$ cat config.mk
export PLATFORM = sky130hd
export DESIGN_NAME = clock_set_sequencer
export DESIGN_NICKNAME = d
export VERILOG_FILES = /design/src/rtl/clock_pkg.sv /design/src/rtl/clock_set_sequencer_month_len.sv /design/src/rtl/clock_set_sequencer.sv
export SDC_FILE = /design/constraint.sdc
export NUM_CORES = 1
export LEC_CHECK = 0
export BUFFER_PORTS_ARGS = -buffer_cell sky130_fd_sc_hd__buf_2
export CELL_PAD_IN_SITES_DETAIL_PLACEMENT = 1
export CELL_PAD_IN_SITES_GLOBAL_PLACEMENT = 2
export CORE_MARGIN = 4
export CORE_UTILIZATION = 29
export DETAILED_ROUTE_END_ITERATION = 6
export GPL_ROUTABILITY_DRIVEN = 0
export PLACE_DENSITY_LB_ADDON = 0.1
export RECOVER_POWER = 50
export SLEW_MARGIN = 20
export SYNTH_ARGS = -nofsm -noshare
export SYNTH_HDL_FRONTEND = slang
export SYNTH_SLANG_ARGS = --single-unit
$ cat constraint.sdc
create_clock -name Clk -period 1.9 [get_ports Clk]
set_input_delay 0.095 -clock Clk [delete_from_list [all_inputs] [get_ports Clk]]
set_output_delay 0.095 -clock Clk [all_outputs]
set_load 0.005 [all_outputs]
$ cat src/rtl/clock_pkg.sv
// Shared definitions for the digital clock: field widths, set-sequencer states
// and the month-length rule used by both the sequencer and the core's date wrap.
package clock_pkg;

    localparam int MONTH_W = 4;
    localparam int DATE_W  = 5;
    localparam int HRS_W   = 5;
    localparam int MIN_W   = 6;

    typedef enum logic [2:0] {
        IDLE,
        CHECK,
        M_ADV,
        M_WAIT,
        R_ADV,
        R_WAIT,
        SETTLE,
        DONE
    } set_state_t;

    // No leap years: February is always 28 days.
    function automatic logic [DATE_W-1:0] days_in_month(input logic [MONTH_W-1:0] month);
        case (month)
            4'd2:                    days_in_month = 5'd28;
            4'd4, 4'd6, 4'd9, 4'd11: days_in_month = 5'd30;
            default:                 days_in_month = 5'd31;
        endcase
    endfunction

endpackage

$ cat src/rtl/clock_set_sequencer_month_len.sv
// Combinational month length lookup used to validate a requested date.
module month_len
    import clock_pkg::*;
(
    input  logic [MONTH_W-1:0] month_i,
    output logic [DATE_W-1:0]  days_o
);

    assign days_o = days_in_month(month_i);

endmodule

$ cat src/rtl/clock_set_sequencer.sv
// Drives the clock core's manual-set lines until Cur_* equals a latched target,
// month first, then date/hours/minutes concurrently; Error on bad target or timeout.
module clock_set_sequencer
    import clock_pkg::*;
#(
    parameter int MAX_STEPS = 64
)
(
    input  logic               Clk,
    input  logic               Reset,
    input  logic               Start,
    input  logic [MONTH_W-1:0] Tgt_month,
    input  logic [DATE_W-1:0]  Tgt_date,
    input  logic [HRS_W-1:0]   Tgt_hrs,
    input  logic [MIN_W-1:0]   Tgt_mins,
    input  logic [MONTH_W-1:0] Cur_month,
    input  logic [DATE_W-1:0]  Cur_date,
    input  logic [HRS_W-1:0]   Cur_hrs,
    input  logic [MIN_W-1:0]   Cur_mins,
    output logic               Timeset,
    output logic               MonthAdv,
    output logic               DateAdv,
    output logic               Hrsadv,
    output logic               Minadv,
    output logic               Busy,
    output logic               Done,
    output logic               Error
);

    localparam int CNT_W = $clog2(MAX_STEPS + 1);

    set_state_t         state_q;
    logic [MONTH_W-1:0] tgt_month_q;
    logic [DATE_W-1:0]  tgt_date_q;
    logic [HRS_W-1:0]   tgt_hrs_q;
    logic [MIN_W-1:0]   tgt_mins_q;
    logic [CNT_W-1:0]   step_q;
    logic               timeset_q;
    logic               busy_q;
    logic               done_q;
    logic               error_q;

    logic [DATE_W-1:0]  tgt_days;
    logic               target_ok;
    logic               month_ne;
    logic               date_ne;
    logic               hrs_ne;
    logic               mins_ne;
    logic               rest_ne;
    logic               step_max;

    month_len u_month_len (
        .month_i (tgt_month_q),
        .days_o  (tgt_days)
    );

    assign target_ok = (tgt_month_q >= 4'd1) && (tgt_month_q <= 4'd12) &&
                       (tgt_date_q >= 5'd1) && (tgt_date_q <= tgt_days) &&
                       (tgt_hrs_q <= 5'd23) && (tgt_mins_q <= 6'd59);

    assign month_ne = (Cur_month != tgt_month_q);
    assign date_ne  = (Cur_date  != tgt_date_q);
    assign hrs_ne   = (Cur_hrs   != tgt_hrs_q);
    assign mins_ne  = (Cur_mins  != tgt_mins_q);
    assign rest_ne  = date_ne || hrs_ne || mins_ne;
    assign step_max = (step_q == CNT_W'(MAX_STEPS));

    // Advance lines are decoded from the ADV state so the increment lands in
    // that cycle and is already visible on Cur_* during the following WAIT.
    assign MonthAdv = (state_q == M_ADV) && month_ne && !step_max;
    assign DateAdv  = (state_q == R_ADV) && date_ne  && !step_max;
    assign Hrsadv   = (state_q == R_ADV) && hrs_ne   && !step_max;
    assign Minadv   = (state_q == R_ADV) && mins_ne  && !step_max;

    assign Timeset = timeset_q;
    assign Busy    = busy_q;
    assign Done    = done_q;
    assign Error   = error_q;

    always_ff @(posedge Clk or posedge Reset) begin
        if (Reset) begin
            state_q     <= IDLE;
            tgt_month_q <= '0;
            tgt_date_q  <= '0;
            tgt_hrs_q   <= '0;
            tgt_mins_q  <= '0;
            step_q      <= '0;
            timeset_q   <= 1'b0;
            busy_q      <= 1'b0;
            done_q      <= 1'b0;
            error_q     <= 1'b0;
        end else begin
            done_q <= 1'b0;
            case (state_q)
                IDLE: begin
                    if (Start) begin
                        tgt_month_q <= Tgt_month;
                        tgt_date_q  <= Tgt_date;
                        tgt_hrs_q   <= Tgt_hrs;
                        tgt_mins_q  <= Tgt_mins;
                        error_q     <= 1'b0;
                        busy_q      <= 1'b1;
                        state_q     <= CHECK;
                    end
                end
                CHECK: begin
                    step_q <= '0;
                    if (target_ok) begin
                        timeset_q <= 1'b1;
                        state_q   <= M_ADV;
                    end else begin
                        error_q <= 1'b1;
                        busy_q  <= 1'b0;
                        done_q  <= 1'b1;
                        state_q <= DONE;
                    end
                end
                M_ADV: begin
                    if (!month_ne) begin
                        step_q  <= '0;
                        state_q <= R_ADV;
                    end else if (step_max) begin
                        error_q   <= 1'b1;
                        timeset_q <= 1'b0;
                        busy_q    <= 1'b0;
                        done_q    <= 1'b1;
                        state_q   <= DONE;
                    end else begin
                        step_q  <= step_q + CNT_W'(1);
                        state_q <= M_WAIT;
                    end
                end
                M_WAIT: state_q <= M_ADV;
                R_ADV: begin
                    if (!rest_ne) begin
                        state_q <= SETTLE;
                    end else if (step_max) begin
                        error_q   <= 1'b1;
                        timeset_q <= 1'b0;
                        busy_q    <= 1'b0;
                        done_q    <= 1'b1;
                        state_q   <= DONE;
                    end else begin
                        step_q  <= step_q + CNT_W'(1);
                        state_q <= R_WAIT;
                    end
                end
                R_WAIT: state_q <= R_ADV;
                SETTLE: begin
                    timeset_q <= 1'b0;
                    busy_q    <= 1'b0;
                    done_q    <= 1'b1;
                    state_q   <= DONE;
                end
                DONE:    state_q <= IDLE;
                default: state_q <= IDLE;
            endcase
        end
    end

endmodule
==> results.json, run 1 <==
{
  "status": "finished with violations",
  "violations": "negative setup slack",
  "final_common_cell": "buf_2",
  "cp.required_ns": 2.07,
  "io_pins": 51,
  "yosys_warnings": 0,
  "rsz0062_at_grt": "yes",
  "clk_latency_ns": 0.29,
  "post-place-ws_ns": -0.1853,
  "power_density_nw_per_um2": 640.2,
  "drc": 0,
  "layout_common_cells": "buf_2 (50), buf_4 (35), dfrtp_1 (34)",
  "syn-num-nets": 256,
  "crit_family": "simple AND/OR/NAND/NOR gates",
  "maxCapViolCount": 0,
  "antenna_found_initial": 0,
  "dpl.cell_count": 384,
  "endpoint": "Error$_DFFE_PP0P_",
  "areaGrowthSynthToFinish_pct": 46.73,
  "worst_pin_slew_ns": 0.8988,
  "core-area_um2": 6832,
  "yosysSeqAreaShare_pct": 41.54,
  "finalWorstSetupSlack_ns": -0.1067,
  "crit_fanout": 4,
  "clock.fmax_mhz": 498.3,
  "synthCells": 209,
  "slew_headroom_pct": 40.08,
  "p_total_mw": 1.924,
  "synthFlopType": "dfrtp_1",
  "die-height_um": 92.04,
  "critical_path_class": "reg -> reg",
  "first_pass_iters": 4,
  "design_area_um2": 3005,
  "grt_max_degree": 35,
  "h-tree-depth": 2,
  "setup_viol": 5,
  "finalHoldViolCount": 0,
  "grt_pass1_wl_um": 9942,
  "synth.avg_cell_area_um2": 9.800,
  "cts_tree": "built",
  "vias": 1876,
  "dpl-instance-area_um2": 2703,
  "drt_iter0_markers": 31,
  "cpMaxStageDelayCell": "or4_4",
  "skew_ns": 0.008206,
  "fin_util_pct": 43.99,
  "crit_chain": "nor4b_2 -> ha_1 -> nand2b_1 -> a221oi_2 -> or4_4 -> nand2_2 -> a21oi_2 -> o21ba_1",
  "dieArea_um2": 8471,
  "crit_start": "tgt_month_q[0]$_DFFE_PP0P_",
  "path_depth": 8,
  "ys_types": 48,
  "synth_edf_count": 0,
  "syn_area_um2": 2048,
  "hpwlAfterDp_um": 4480,
  "final-max-slew-violation-count": 0,
  "vdd.ir_drop.worst_v": 0.0003300,
  "finalCritPeriodShare_pct": 105.6,
  "rrSetupSlack_ns": -0.11,
  "async_flop_share_pct": 100.0,
  "reg2reg_to": "Error$_DFFE_PP0P_",
  "rr_worst_depth": 8,
  "clockBufferDepth": 2,
  "port_buffers": 50,
  "critPathLaunchType": "register",
  "overflow": 0,
  "numCtsBuffers": 5,
  "hold_path.class": "in -> reg",
  "worstReg2RegStart": "tgt_month_q[0]$_DFFE_PP0P_",
  "wirelength_um": 5838,
  "gr-usage-all-layers_pct": 14.63,
  "rows": 30,
  "drive_gt1_share_pct": 48.16,
  "crit_path_end_kind": "register",
  "drt-vias-per-instance": 4.749,
  "p_leak_nw": 1.429,
  "clkTransAtPathRegs_ns": 0.07,
  "diodes": 0,
  "clock-root-buffer": "clkbuf_8",
  "critPathBufInv": 0,
  "antenna_left": 0,
  "arrival_ns": 2.18,
  "worst_path_largest_cell_delay_ns": 0.46,
  "setup_tns_ns": -0.4074,
  "grt_pass1_vias": 2071,
  "synth-seq-cells": 34,
  "wire_per_inst_um": 14.78,
  "cts.sinks": 34,
  "finalCriticalPeriod_ns": 2.007,
  "finalNonFillerCells": 395,
  "start_util_pct": 29.98,
  "hold-worst-slack_ns": 0.02386,
  "die_w_um": 92.04,
  "fin_nets": 345
}
==> cells by family after synthesis <==
group	count (synthesis)	synth area share (%)
buffers and inverters	20	4.215
AO/OA/AOI/OAI	39	13.20
AND/OR/NAND/NOR	72	19.18
XOR/XNOR	21	8.980
multiplexers	19	10.45
flip-flops	34	41.54
adder cells (fa/ha/maj)	4	2.444
==> report_power, final <==
part | internal [mW] | switching [mW] | total, mW
Sequential | 0.754 | 0.0256 | 0.780
Combinational | 0.160 | 0.143 | 0.303
Clock | 0.560 | 0.281 | 0.841
Total | 1.47 | 0.449 | 1.92
==> worst min path at each step <==
stage | startpoint | to | slack (ns) | cells past startpoint
2_1_floorplan | Tgt_date[0] | tgt_date_q[0]$_DFFE_PP0P_ | 0.21 | 2
3_3_place_gp | Reset | tgt_hrs_q[1]$_DFFE_PP0P_ | 0.23 | 3
3_5_place_dp | Reset | step_q[5]$_DFFE_PP0P_ | 0.23 | 3
4_1_cts | Tgt_date[0] | tgt_date_q[0]$_DFFE_PP0P_ | 0.02 | 3
5_1_grt | Tgt_month[2] | tgt_month_q[2]$_DFFE_PP0P_ | 0.02 | 3
6_report | Tgt_month[2] | tgt_month_q[2]$_DFFE_PP0P_ | 0.02 | 3
==> worst min-delay path, cell delays in order <==
cell and delay, ns:
buf_2 0.08, nand2_1 0.03, o21ai_0 0.06
==> flip-flops by register name (all words and copies together) (netlist names) <==
| name | count |
|---|---|
| tgt_date_q | 5 |
| Error | 1 |
| Busy | 1 |
| Done | 1 |
| tgt_mins_q | 6 |
| state_q | 3 |
| tgt_month_q | 4 |
| step_q | 7 |
| Timeset | 1 |
| tgt_hrs_q | 5 |
==> routing by layer <==
| metal | vias to the layer above | wire [µm] | global-route usage (%) |
|---|---|---|---|
| met1 | 917 | 2603 | 18.71 |
| met2 | 34 | 2929 | 24.76 |
| met5 | - | 0 | 0 |
| met4 | 0 | 51 | 3.342 |
| li1 | 921 | - | - |
| met3 | 4 | 253 | 3.692 |
==> layout make-up <==
cell class	instances	area, µm²
multi-input cells	155	1252
inverters	10	37.54
fillers	814	3826
flip-flops and latches	34	850.8
clock buffers	6	82.58
clock inverters	2	60.06
repair buffers	92	601.8
well taps	96	120.1
==> synthesized netlist by cell type, types with 4 or more instances <==
cell / instances / share of area [%]
dfrtp_1: 34 / 42
mux2_2: 19 / 10
nand2_1: 17 / 3.1
xnor2_1: 17 / 7.3
nor2_1: 16 / 2.9
inv_1: 10 / 1.8
a21oi_1: 8 / 2.0
nand3_1: 8 / 2.0
o21ai_0: 8 / 2.0
nor3_1: 5 / 1.2
nor4_1: 5 / 1.5
buf_2: 4 / 0.98
ha_1: 4 / 2.4
o21ai_1: 4 / 0.98
xor2_1: 4 / 1.7
==> what timing repair did <==
action | CTS | global route
gates resized for setup | 9 | 21
endpoints found under the hold margin | 34 | 0
hold buffers | 1 | 0
setup buffers | 2 | 0
endpoints found under the setup margin | 12 | 16
pin swaps | 3 | 5
(Power assumes the default switching activity.)
==> run 2: changes to the inputs <==
--- a/config.mk
+++ b/config.mk
@@ -5,11 +5,12 @@
 export SDC_FILE = /design/constraint.sdc
 export NUM_CORES = 1
 export LEC_CHECK = 0
+export ABC_AREA = 1
 export BUFFER_PORTS_ARGS = -buffer_cell sky130_fd_sc_hd__buf_2
 export CELL_PAD_IN_SITES_DETAIL_PLACEMENT = 1
 export CELL_PAD_IN_SITES_GLOBAL_PLACEMENT = 2
 export CORE_MARGIN = 4
-export CORE_UTILIZATION = 29
+export CORE_UTILIZATION = 27
 export DETAILED_ROUTE_END_ITERATION = 6
 export GPL_ROUTABILITY_DRIVEN = 0
 export PLACE_DENSITY_LB_ADDON = 0.1
==> run 2 against run 1 <==
Total power rose by 120%. Critical endpoint is now state_q[0]$_DFFE_PP0N_. Worst setup slack improved by 0.069 ns. The run still ends with negative setup slack left. Die area rose by 11%. Sequential power rose by 63%. Largest power group is now combinational logic. Register-to-register slack improved by 0.07 ns. Largest cell class unchanged. Synthesized area rose by 4.2%. Cell area fell by 4.2%.
==> results.json, run 2 <==
{
  "status": "finished with violations",
  "violations": "negative setup slack",
  "dpl.cell_count": 453,
  "yosys.area_share.simple_pct": 28.90,
  "crit_fanout": 3,
  "power_density_nw_per_um2": 1443,
  "synth_top_family_by_area": "simple AND/OR/NAND/NOR gates",
  "finalCriticalPeriod_ns": 1.938,
  "hpwlAfterDp_um": 4715,
  "post-place-ws_ns": -0.1471,
  "synthFlopType": "dfrtp_1",
  "skew_ns": 0.004860,
  "yosys_warnings": 0,
  "drt-vias-per-instance": 4.355,
  "rsz0062_at_grt": "yes",
  "h-tree-depth": 2,
  "drc": 0,
  "reg2reg_to": "state_q[0]$_DFFE_PP0N_",
  "seq_area_um2": 850.8,
  "areaGrowthSynthToFinish_pct": 34.88,
  "syn_area_um2": 2135,
  "finalNonFillerCells": 470,
  "min_to": "tgt_mins_q[1]$_DFFE_PP0P_",
  "drive_gt1_share_pct": 34.24,
  "p_leak_nw": 1.523,
  "top_regs": "step_q (7), tgt_mins_q (6)",
  "overflow": 0,
  "ys_top_cells_by_area": "dfrtp_1 (40%), nand2_1 (12%), nor2_1 (7.6%)",
  "ys_types": 31,
  "grt_pass1_vias": 2185,
  "synth.avg_cell_area_um2": 7.361,
  "numCtsBuffers": 5,
  "arrival_ns": 2.10,
  "dieArea_um2": 9393,
  "yosysTopAreaCell": "dfrtp_1",
  "clock-root-buffer": "clkbuf_8",
  "synth-xor-area-share_pct": 6.155,
  "clk_latency_ns": 0.29,
  "worstReg2RegStart": "tgt_month_q[2]$_DFFE_PP0P_",
  "rrSetupSlack_ns": -0.04,
  "hold_path.class": "in -> reg",
  "layout_common_cells": "nand2_1 (66), buf_2 (50), inv_1 (36)",
  "synthCells": 290,
  "vdd.ir_drop.worst_v": 0.0008109,
  "clkTransAtPathRegs_ns": 0.08,
  "first_pass_iters": 4,
  "core-area_um2": 7687,
  "cts_tree": "built",
  "synth-seq-cells": 34,
  "critPathLaunchType": "register",
  "die-height_um": 96.92,
  "hp-start": "Tgt_mins[1]",
  "yosysSeqAreaShare_pct": 39.86,
  "gr-usage-all-layers_pct": 13.36,
  "drt_iter0_markers": 29,
  "antenna_found_initial": 0,
  "fin_nets": 414,
  "vias": 2047,
  "clock.fmax_mhz": 516.1,
  "rows": 32,
  "start_util_pct": 27.77,
  "async_flop_share_pct": 100.0,
  "critical_path_class": "reg -> reg",
  "largest_register": "step_q",
  "maxCapViolCount": 0,
  "grt_pass1_wl_um": 10270,
  "synth_fa_ha_area_share_pct": 2.345,
  "crit_path_end_kind": "register",
  "slew_headroom_pct": 39.30,
  "final_common_cell": "nand2_1",
  "final-max-slew-violation-count": 0,
  "port_buffers": 50,
  "synth_top_area_share_pct": 39.86,
  "diodes": 0,
  "setup_viol": 2,
  "finalCritPeriodShare_pct": 102.0,
  "worst_pin_slew_ns": 0.9105,
  "synth_edf_count": 0,
  "antenna_left": 0,
  "largest_register_ffs": 7,
  "clockBufferDepth": 2,
  "multi_input_area_um2": 1190,
  "hold_depth": 2,
  "syn-num-nets": 337,
  "rr_worst_depth": 15,
  "wirelength_um": 6016,
  "io_pins": 51,
  "nFillCells": 986,
  "cp.required_ns": 2.06,
  "grt_max_degree": 35,
  "die_w_um": 96.92,
  "finalWorstSetupSlack_ns": -0.03755,
  "synth.most_common_cell": "nand2_1",
  "yosys-top-cells-count": "nand2_1 (70), nor2_1 (43), inv_1 (41)",
  "finalHoldViolCount": 0,
  "cts.sinks": 34,
  "synth.area.mux_share_pct": 4.748,
  "synth_compound_area_share_pct": 9.144,
  "wire_per_inst_um": 12.80
}
[run 2: how the worst max path moves through the flow]
stage | startpoint | to | slack (ns) | cells after the start
after floorplan | tgt_month_q[0]$_DFFE_PP0P_ | Busy$_DFFE_PP0P_ | 0.03 | 15
after global placement | tgt_month_q[0]$_DFFE_PP0P_ | Busy$_DFFE_PP0P_ | -0.08 | 15
after detailed placement | tgt_month_q[2]$_DFFE_PP0P_ | Busy$_DFFE_PP0P_ | -0.15 | 15
after CTS | tgt_month_q[2]$_DFFE_PP0P_ | state_q[0]$_DFFE_PP0N_ | -0.04 | 17
after global routing | tgt_month_q[2]$_DFFE_PP0P_ | state_q[0]$_DFFE_PP0N_ | -0.23 | 17
final | tgt_month_q[2]$_DFFE_PP0P_ | state_q[0]$_DFFE_PP0N_ | -0.04 | 15
[run 2: layer usage]
metal | vias to the layer above | GRT usage [%] | share of wire (%)
li1 | 1057 | - | -
met1 | 949 | 17.73 | 48
met2 | 37 | 21.34 | 46
met3 | 4 | 4.110 | 4.5
met4 | 0 | 3.024 | 0.70
met5 | - | 0 | 0
[run 2: repair_timing]
item | 4_1_cts | 5_1_grt
hold buffers | 1 | 0
endpoints found under the setup margin | 7 | 12
pin swaps | 0 | 12
gates resized for setup | 10 | 22
endpoints found under the hold margin | 34 | 0
cloned | 0 | 0
buffers inserted | 2 | 7
[run 2: cells by family (layout without fill, tap and decap cells)]
family          count (synthesis)  after routing
fa+ha+maj                       4              4
buf+inv                        49            127
xor+xnor                       15             15
simple gates                  145            145
mux                             9              9
compound gates                 34             34
flops                          34             34
[run 2: power by group]
group | internal, mW | switching (mW)
Sequential | 1.02 | 0.247
Combinational | 1.02 | 1.28
Clock | 0.292 | 0.291
Total | 2.33 | 1.82
[run 2: per-stage QoR]
step	hold slack (ns)	instance area, µm²	util [%]	TNS [ns]	total power, mW
2_1_floorplan	0.2366	2135	-	0	2.587
3_3_place_gp	0.2406	2614	34.00	-0.1408	3.251
3_5_place_dp	0.2346	2614	34.00	-0.4671	3.294
4_1_cts	0.02681	2761	35.92	-0.06675	3.989
5_1_grt	0.02311	2879	37.45	-1.066	4.595
6_report	0.03432	2879	37.45	-0.04925	4.155
[run 2: final cells by class]
class / count / area share (%)
clock buffer: 6 / 2.868
clock inverter: 2 / 0.4346
timing repair buffer: 73 / 15.38
tap: 102 / 4.433
multi-input combinational: 207 / 41.33
sequential: 34 / 29.55
inverter: 46 / 5.997
[run 2: worst max-delay path, stage by stage, from the launching register on]
cell and delay [ns]:
dfrtp_1 0.41, buf_6 0.13, nand2_2 0.05, inv_2 0.05, buf_4 0.12, buf_4 0.12
buf_4 0.12, buf_4 0.12, nand2_1 0.05, nand3_1 0.14, nor2_4 0.19, nor2_4 0.06
inv_2 0.06, nand3_2 0.06, nor2_2 0.10, a21oi_1 0.06
